### src/rtl/reset_seq_gen.sv
// Reset sequencer for one clock domain: holds NCH reset outputs until PLL lock and a
// power-on count, releases them in order, and re-asserts on lock loss, button or software request.
module reset_seq_gen #(
    parameter int NCH         = 4,
    parameter int CNTW        = 16,
    parameter int POR_CNT     = 16'hAA55,
    parameter int STAGE_GAP   = 16,
    parameter int DEB_CNT     = 1024,
    parameter int SW_HOLD     = 64,
    parameter int SYNC_STAGES = 2
) (
    input  logic             clock,
    input  logic             reset,
    input  logic             pllLocked,
    input  logic             btnReset,
    input  logic             swResetReq,
    input  logic [NCH-1:0]   swResetMask,
    output logic [NCH-1:0]   resetOut,
    output logic             resetDone,
    output logic [1:0]       resetCause
);

    localparam int KW = (NCH > 1) ? $clog2(NCH) : 1;

    localparam logic [CNTW-1:0] POR_LAST  = CNTW'(POR_CNT - 1);
    localparam logic [CNTW-1:0] GAP_LAST  = CNTW'(STAGE_GAP - 1);
    localparam logic [CNTW-1:0] DEB_LAST  = CNTW'(DEB_CNT - 1);
    localparam logic [CNTW-1:0] HOLD_LAST = CNTW'(SW_HOLD - 1);
    localparam logic [KW-1:0]   K_LAST    = KW'(NCH - 1);

    localparam logic [1:0] CAUSE_POR  = 2'd0;
    localparam logic [1:0] CAUSE_LOCK = 2'd1;
    localparam logic [1:0] CAUSE_BTN  = 2'd2;
    localparam logic [1:0] CAUSE_SW   = 2'd3;

    typedef enum logic [1:0] {
        ST_HOLD  = 2'd0,
        ST_STAGE = 2'd1,
        ST_RUN   = 2'd2,
        ST_SOFT  = 2'd3
    } state_t;

    logic [SYNC_STAGES-1:0] lock_sync_r;
    logic [SYNC_STAGES-1:0] btn_sync_r;
    logic                   lock_s;
    logic                   btn_s;
    logic [CNTW-1:0]        deb_cnt_r;
    logic                   btn_ok_s;

    state_t                 state_r;
    logic [CNTW-1:0]        por_cnt_r;
    logic [CNTW-1:0]        gap_cnt_r;
    logic [CNTW-1:0]        hold_cnt_r;
    logic [KW-1:0]          k_r;
    logic [NCH-1:0]         reset_out_r;
    logic                   done_r;
    logic [1:0]             cause_r;

    assign lock_s   = lock_sync_r[SYNC_STAGES-1];
    assign btn_s    = btn_sync_r[SYNC_STAGES-1];
    assign btn_ok_s = (deb_cnt_r == DEB_LAST);

    // Synchronise the asynchronous lock and button inputs.
    always_ff @(posedge clock or posedge reset) begin
        if (reset) begin
            lock_sync_r <= '0;
            btn_sync_r  <= '0;
        end else begin
            lock_sync_r <= {lock_sync_r[SYNC_STAGES-2:0], pllLocked};
            btn_sync_r  <= {btn_sync_r[SYNC_STAGES-2:0], btnReset};
        end
    end

    // Button debounce; left running across aborts so a held button never looks released.
    always_ff @(posedge clock or posedge reset) begin
        if (reset) begin
            deb_cnt_r <= '0;
        end else if (!btn_s) begin
            deb_cnt_r <= '0;
        end else if (deb_cnt_r != DEB_LAST) begin
            deb_cnt_r <= deb_cnt_r + 1'b1;
        end else begin
            deb_cnt_r <= deb_cnt_r;
        end
    end

    // Sequencer FSM: abort handling first, then per-state counting and release.
    always_ff @(posedge clock or posedge reset) begin
        if (reset) begin
            state_r     <= ST_HOLD;
            reset_out_r <= '1;
            done_r      <= 1'b0;
            cause_r     <= CAUSE_POR;
            por_cnt_r   <= '0;
            gap_cnt_r   <= '0;
            hold_cnt_r  <= '0;
            k_r         <= '0;
        end else if ((state_r != ST_HOLD) && (!lock_s || btn_ok_s)) begin
            state_r     <= ST_HOLD;
            reset_out_r <= '1;
            done_r      <= 1'b0;
            cause_r     <= (!lock_s) ? CAUSE_LOCK : CAUSE_BTN;
            por_cnt_r   <= '0;
            gap_cnt_r   <= '0;
            hold_cnt_r  <= '0;
            k_r         <= '0;
        end else begin
            case (state_r)
                ST_HOLD: begin
                    if (lock_s && !btn_ok_s) begin
                        if (por_cnt_r == POR_LAST) begin
                            state_r   <= ST_STAGE;
                            por_cnt_r <= '0;
                            gap_cnt_r <= '0;
                            k_r       <= '0;
                        end else begin
                            por_cnt_r <= por_cnt_r + 1'b1;
                        end
                    end else begin
                        por_cnt_r <= '0;
                    end
                end
                ST_STAGE: begin
                    if (gap_cnt_r == GAP_LAST) begin
                        gap_cnt_r        <= '0;
                        reset_out_r[k_r] <= 1'b0;
                        if (k_r == K_LAST) begin
                            done_r  <= 1'b1;
                            state_r <= ST_RUN;
                        end else begin
                            k_r <= k_r + 1'b1;
                        end
                    end else begin
                        gap_cnt_r <= gap_cnt_r + 1'b1;
                    end
                end
                ST_RUN: begin
                    if (swResetReq && (swResetMask != '0)) begin
                        reset_out_r <= swResetMask;
                        done_r      <= 1'b0;
                        cause_r     <= CAUSE_SW;
                        hold_cnt_r  <= '0;
                        state_r     <= ST_SOFT;
                    end else begin
                        reset_out_r <= '0;
                    end
                end
                ST_SOFT: begin
                    if (hold_cnt_r == HOLD_LAST) begin
                        reset_out_r <= '0;
                        done_r      <= 1'b1;
                        hold_cnt_r  <= '0;
                        state_r     <= ST_RUN;
                    end else begin
                        hold_cnt_r <= hold_cnt_r + 1'b1;
                    end
                end
                default: begin
                    state_r     <= ST_HOLD;
                    reset_out_r <= '1;
                    done_r      <= 1'b0;
                end
            endcase
        end
    end

    assign resetOut   = reset_out_r;
    assign resetDone  = done_r;
    assign resetCause = cause_r;

endmodule

### config.mk
export PLATFORM = sky130hd
export DESIGN_NAME = reset_seq_gen
export DESIGN_NICKNAME = d
export VERILOG_FILES = /design/src/rtl/reset_seq_gen.sv
export SDC_FILE = /design/constraint.sdc
export NUM_CORES = 1
export LEC_CHECK = 0
export ABC_AREA = 1
export CAP_MARGIN = 40
export CORE_ASPECT_RATIO = 1.1
export CORE_UTILIZATION = 38
export CTS_CLUSTER_SIZE = 24
export DETAILED_ROUTE_END_ITERATION = 10
export GPL_ROUTABILITY_DRIVEN = 0
export SYNTH_ARGS = -nofsm -noshare
export SYNTH_HDL_FRONTEND = slang
export SYNTH_SLANG_ARGS = --single-unit
export TNS_END_PERCENT = 20
### constraint.sdc
create_clock -name clock -period 4.6 [get_ports clock]
set_clock_uncertainty 0.1 [all_clocks]
set_input_delay 0.69 -clock clock [delete_from_list [all_inputs] [get_ports clock]]
set_output_delay 0.69 -clock clock [all_outputs]
set_load 0.02 [all_outputs]
==> flow_summary.toml, run 1 <==
[outcome]
outcome = "completed"

[clock_network]
numCtsBuffers = 9
post_cts.repair.setup_buffers = 0
cts_tree = "done"
htreeDepth = 3
cts_sinks = 79
cts_resized = 0
cts-root-buf = "clkbuf_16"
clkLatencyLatePin_ns = 0.35
path_clk_slew_ns = 0.06
cts_buffer_depth = 2
hold_buffers = 0

[synthesis]
synth_fa_ha_area_frac = 0.0236
yosys.cell_types.count = 44
seq_area_frac_synth = 0.416
synth_compound_area_frac = 0.115
async_flop_share = 1.00
ys_ff_latch = 79
syn-cell-area_sq_um = 4770
synth_ff_type = "dfrtp_1"
yosysWarnings = 0
synth_fp_nets = 633
syn_inst = 615
synth_xor_area_frac = 0.0423
muxShareOfSynthArea = 0
syn_avg_cell_area_sq_um = 7.75
synth_top_family_by_area = "simple AND/OR/NAND/NOR gates"
synthSimpleGateAreaFrac = 0.330
synth-edff-count = 0

[placement]
port_buffers = 15
dp_hpwl_mm = 7.32
dp.cells = 775
dpl_cell_area_sq_um = 5060
dp_slack_ns = 2.22

[critical_path]
r2r_slack_ns = 2.20
path_delay_family = "simple AND/OR/NAND/NOR gates"
crit_type = "reg2reg"
worstPathRequired_ns = 4.73
crit_fanout = 21
slowest_delay_ns = 0.38
crit_top_cell = "nand2_2"
crit_chain = "ha_1 > nand2_1 > inv_2 > nand2_2 > nor2_8 > nand2_4 > nand2_4 > nand2_2 > nand3_2 > nand2_2 > nand2_1 > o31ai_1"
slowest_stage = "dfrtp_1"
critPathLaunchType = "register"
critPathArrivalTime_ns = 2.53
path_buf_inv = 1
end_kind = "register"

[sta]
hold_viol = 0
final.min_clock_period_ns = 2.40
worst_slack_ns = 2.20
drv_slew = 0
setup-violations-final = 0
tightest_slew_ns = 0.621
max_freq_ghz = 0.417
rsz0062_at_grt = "false"
relSlewSlack = 0.585
finalCritPeriodShare = 0.522
tns_ns = 0

[detailed_routing]
wl_met1_mm = 5.14
wl_met3_um = 294
top_layer_used = "met4"
first_iter_violations = 204
wl_per_cell_um = 13.1
num_vias = 4067
ant_nets = 0
remaining_drc_errors = 0
finalWirelength_mm = 10.4
via_per_inst = 5.14
drt-pass1-iter-count = 4
route.met2.wl_mm = 4.76

[global_route]
grt_pass1_wl_mm = 17.8
grtUsageTotal = 0.175
grt_max_degree = 36
overflow = 0
antenna_found_initial = 0
first_global_vias = 3799

[finish]
final_area_sq_um = 5380
fin_nets = 650
fill_cells = 1215
areaGrowthSynthToFinish_pct = 12.8
drive_above_1_share = 0.110
final_cells = 791
antenna_cells = 0

[pwr]
peakVddDrop_v = 0.000174
p_leak_nw = 2.35
p_per_area_nw_per_um2 = 281

[floorplanning]
initial_core_util = 0.393
coreArea_sq_um = 12100
ios = 16
rows = 42
die_area_sq_um = 13000
die_y_um = 119
die_x_um = 109

[run]
maxCapViolCount = 0

[min_path]
hold_class = "reg2reg"
[through the flow]
stage	total power [mW]	hold slack [ns]	utilization
6_report	1.51	0.254	0.443
3_5_place_dp	0.766	0.244	0.417
2_1_floorplan	0.745	0.231	-
5_1_grt	1.57	0.280	0.443
3_3_place_gp	0.762	0.238	0.416
4_1_cts	1.53	0.258	0.443
[cell families after synthesis]
family          Yosys count
fa+ha+maj                 9
buf+inv                  81
xor+xnor                 23
simple gates            334
flops                    79
compound gates           89
[path summary, 6_finish.rpt]
kind	start	to	depth (start not counted)
max	deb_cnt_r[0]$_DFFE_PP0P_	hold_cnt_r[14]$_DFFE_PP0P_	12
min	btn_sync_r[0]$_DFF_PP0_	btn_sync_r[1]$_DFF_PP0_	0
max reg2reg	deb_cnt_r[0]$_DFFE_PP0P_	hold_cnt_r[14]$_DFFE_PP0P_	12
min reg2reg	btn_sync_r[0]$_DFF_PP0_	btn_sync_r[1]$_DFF_PP0_	0
max in group asynchronous	reset	resetOut[0]$_DFFE_PP1P_	4
min in group asynchronous	reset	deb_cnt_r[13]$_DFFE_PP0P_	2
[cell usage after synthesis (all sizes together) (2+ instances only)]
| master | n | share of area |
|---|---|---|
| a211oi | 3 | 0.0047 |
| a21oi | 15 | 0.016 |
| buf | 9 | 0.015 |
| clkbuf | 3 | 0.0024 |
| dfrtp | 75 | 0.39 |
| dfstp | 4 | 0.022 |
| ha | 9 | 0.024 |
| inv | 68 | 0.055 |
| nand2 | 164 | 0.14 |
| nand3 | 49 | 0.055 |
| nand4 | 18 | 0.030 |
| nor2 | 83 | 0.077 |
| nor3 | 11 | 0.014 |
| nor4 | 2 | 0.0026 |
| o211ai | 2 | 0.0031 |
| o21ai | 49 | 0.052 |
| o311ai | 4 | 0.0073 |
| o31ai | 13 | 0.028 |
| or2 | 4 | 0.0053 |
| xnor2 | 5 | 0.0092 |
| xor2 | 18 | 0.033 |
[flip-flops by register name, indices dropped and copies added (netlist names)]
name	count
state_r	2
deb_cnt_r	16
resetOut	4
resetDone	1
btn_sync_r	2
lock_sync_r	2
hold_cnt_r	16
resetCause	2
gap_cnt_r	16
por_cnt_r	16
k_r	2
[power breakdown]
| group | internal (mW) | leakage [nW] | switching, mW | total (mW) |
|---|---|---|---|---|
| registers | 0.701 | 1.07 | 0.00656 | 0.708 |
| clock network | 0.473 | 0.148 | 0.288 | 0.761 |
| logic | 0.0156 | 1.13 | 0.0288 | 0.0443 |
[routing by layer]
| layer | vias to the layer above | GRT usage |
|---|---|---|
| met5 | - | 0 |
| met4 | 0 | 0.0726 |
| met3 | 11 | 0.0312 |
| met2 | 60 | 0.275 |
| met1 | 1944 | 0.237 |
| li1 | 2052 | - |
[cell type report]
class | instances | area (sq um) | area share
Multi-Input combinational cell | 455 | 2440 | 0.453
Sequential cell | 79 | 1980 | 0.368
Inverter | 69 | 268 | 0.0498
Clock buffer | 10 | 229 | 0.0426
Tap cell | 154 | 193 | 0.0358
Timing Repair Buffer | 18 | 185 | 0.0344
Clock inverter | 6 | 85.1 | 0.0158
[cell usage in the layout (no fill, tap or decap), types with 3 or more instances in the layout]
cell type	synthesis	routed
nand2_1	153	153
nor2_1	77	77
dfrtp_1	75	75
inv_1	55	54
nand3_1	46	46
o21ai_0	28	28
o21ai_1	20	20
xor2_1	18	18
nand4_1	16	16
a21oi_1	15	15
clkdlybuf4s50_1	0	15
inv_2	10	10
nor3_1	10	10
ha_1	9	9
clkbuf_16	0	9
o31ai_2	7	7
nand2_2	6	6
o31ai_1	6	6
xnor2_1	5	5
nand2_4	4	4
o311ai_1	4	4
dfstp_2	4	4
nor2_4	3	3
nand3_2	3	3
inv_4	3	3
or2_2	3	3
clkinv_2	0	3
a211oi_1	3	3
(Power assumes the default switching activity.)
==> run 2: changes to the inputs <==
- clock period: 4.6 -> 1.9 ns (I/O delays scaled with it)
==> flow_summary.toml, run 2 (same netlist as run 1, synthesis figures left out) <==
[global_route]
grt_max_degree = 80
grt_pass1_wl_mm = 18.7
antenna_found_initial = 0
overflow = 0
first_global_vias = 4126
grtUsageTotal = 0.183

[detailed_routing]
via_per_inst = 5.06
num_vias = 4198
first_iter_violations = 255
remaining_drc_errors = 0
ant_nets = 0
finalWirelength_mm = 10.9
wl_per_cell_um = 13.1
drt-pass1-iter-count = 7

[critical_path]
crit_fanout = 5
slowest_delay_ns = 0.36
slowest_stage = "dfrtp_1"
path_delay_family = "simple AND/OR/NAND/NOR gates"
crit_type = "reg2reg"
worstPathRequired_ns = 2.04
critPathArrivalTime_ns = 1.99
crit_chain = "ha_2 > nand2_2 > inv_2 > nand2_4 > nor2_8 > nand2_4 > buf_12 > nand4_4 > nand2_4 > nor2_8 > nand2_1 > nand2_1 > nand2_1"
end_kind = "register"
critPathLaunchType = "register"
path_buf_inv = 2

[floorplanning]
die_x_um = 109
die_area_sq_um = 13000
rows = 42
die_y_um = 119
initial_core_util = 0.393
ios = 16
coreArea_sq_um = 12100

[clock_network]
clkLatencyLatePin_ns = 0.35
path_clk_slew_ns = 0.06
numCtsBuffers = 9
cts_buffer_depth = 2
cts_sinks = 79
htreeDepth = 3
cts_tree = "done"
cts-root-buf = "clkbuf_16"

[finish]
drive_above_1_share = 0.192
fin_nets = 689
utilization = 0.479
final_cell_mix = "147 x nand2_1, 75 x nor2_1, 75 x dfrtp_1"
areaGrowthSynthToFinish_pct = 22.0
fill_cells = 1168
antenna_cells = 0
mostFrequentLayoutCell = "nand2_1"

[sta]
finalCritPeriodShare = 0.976
max_freq_ghz = 0.539
rsz0062_at_grt = "true"
relSlewSlack = 0.716
drv_slew = 0
hold_ws_ns = 0.251
setup-violations-final = 0
final.min_clock_period_ns = 1.85
tns_ns = 0
hold_viol = 0
tightest_slew_ns = 0.426

[placement]
dp_hpwl_mm = 7.64
port_buffers = 15

[pwr]
peakVddDrop_v = 0.000348
p_per_area_nw_per_um2 = 602
p_leak_nw = 2.57

[outcome]
outcome = "completed"

[run]
maxCapViolCount = 0

[min_path]
hold_class = "reg2reg"
[run 2: cell type report]
cell class	instances	area [sq um]	area share
Clock inverter	4	30.0	0.00516
Sequential cell	79	1980	0.341
Timing Repair Buffer	56	508	0.0873
Clock buffer	12	256	0.0441
Tap cell	154	193	0.0331
Multi-Input combinational cell	456	2570	0.442
Inverter	69	275	0.0473
[run 2: worst paths after layout]
kind,from,end,slack (ns),cells after the start
max,deb_cnt_r[1]$_DFFE_PP0P_,resetDone$_DFFE_PP0P_,0.05,13
min,lock_sync_r[0]$_DFF_PP0_,lock_sync_r[1]$_DFF_PP0_,0.25,0
max reg2reg,deb_cnt_r[1]$_DFFE_PP0P_,resetDone$_DFFE_PP0P_,0.05,13
min reg2reg,lock_sync_r[0]$_DFF_PP0_,lock_sync_r[1]$_DFF_PP0_,0.25,0
max in group asynchronous,reset,resetOut[0]$_DFFE_PP1P_,1.02,3
min in group asynchronous,reset,deb_cnt_r[5]$_DFFE_PP0P_,0.31,3
[run 2: where the power goes]
part	total [mW]	leakage, nW	switching (mW)	internal [mW]
Combinational	0.123	1.36	0.0783	0.0452
Sequential	1.71	1.07	0.0151	1.70
Clock	1.67	0.139	0.710	0.959
[run 2: repair_timing]
action	in CTS	in global routing
cloned	0	1
buffers inserted	2	3
gates resized for setup	3	30
pin swaps	4	12
hold buffers	0	0
hold endpoints to repair	0	0
endpoints found under the setup margin	4	42
[run 2: stage by stage]
step           setup WS, ns  power [mW]  std cells  instance area (sq um)
6_report             0.0461        3.50        830                   5820
5_1_grt             -0.0364        3.64        830                   5820
2_1_floorplan        0.0790        1.80        615                   4770
3_5_place_dp       -0.00679        1.86        808                   5350
4_1_cts              0.0128        3.55        826                   5670
3_3_place_gp         0.0628        1.85        808                   5350
[run 2: per-layer routing]
layer,global-route usage,vias to the layer above,share of wire
met4,0.0760,0,0.021
met2,0.302,55,0.48
li1,-,2137,-
met1,0.228,1990,0.47
met3,0.0411,16,0.028
met5,0,-,0
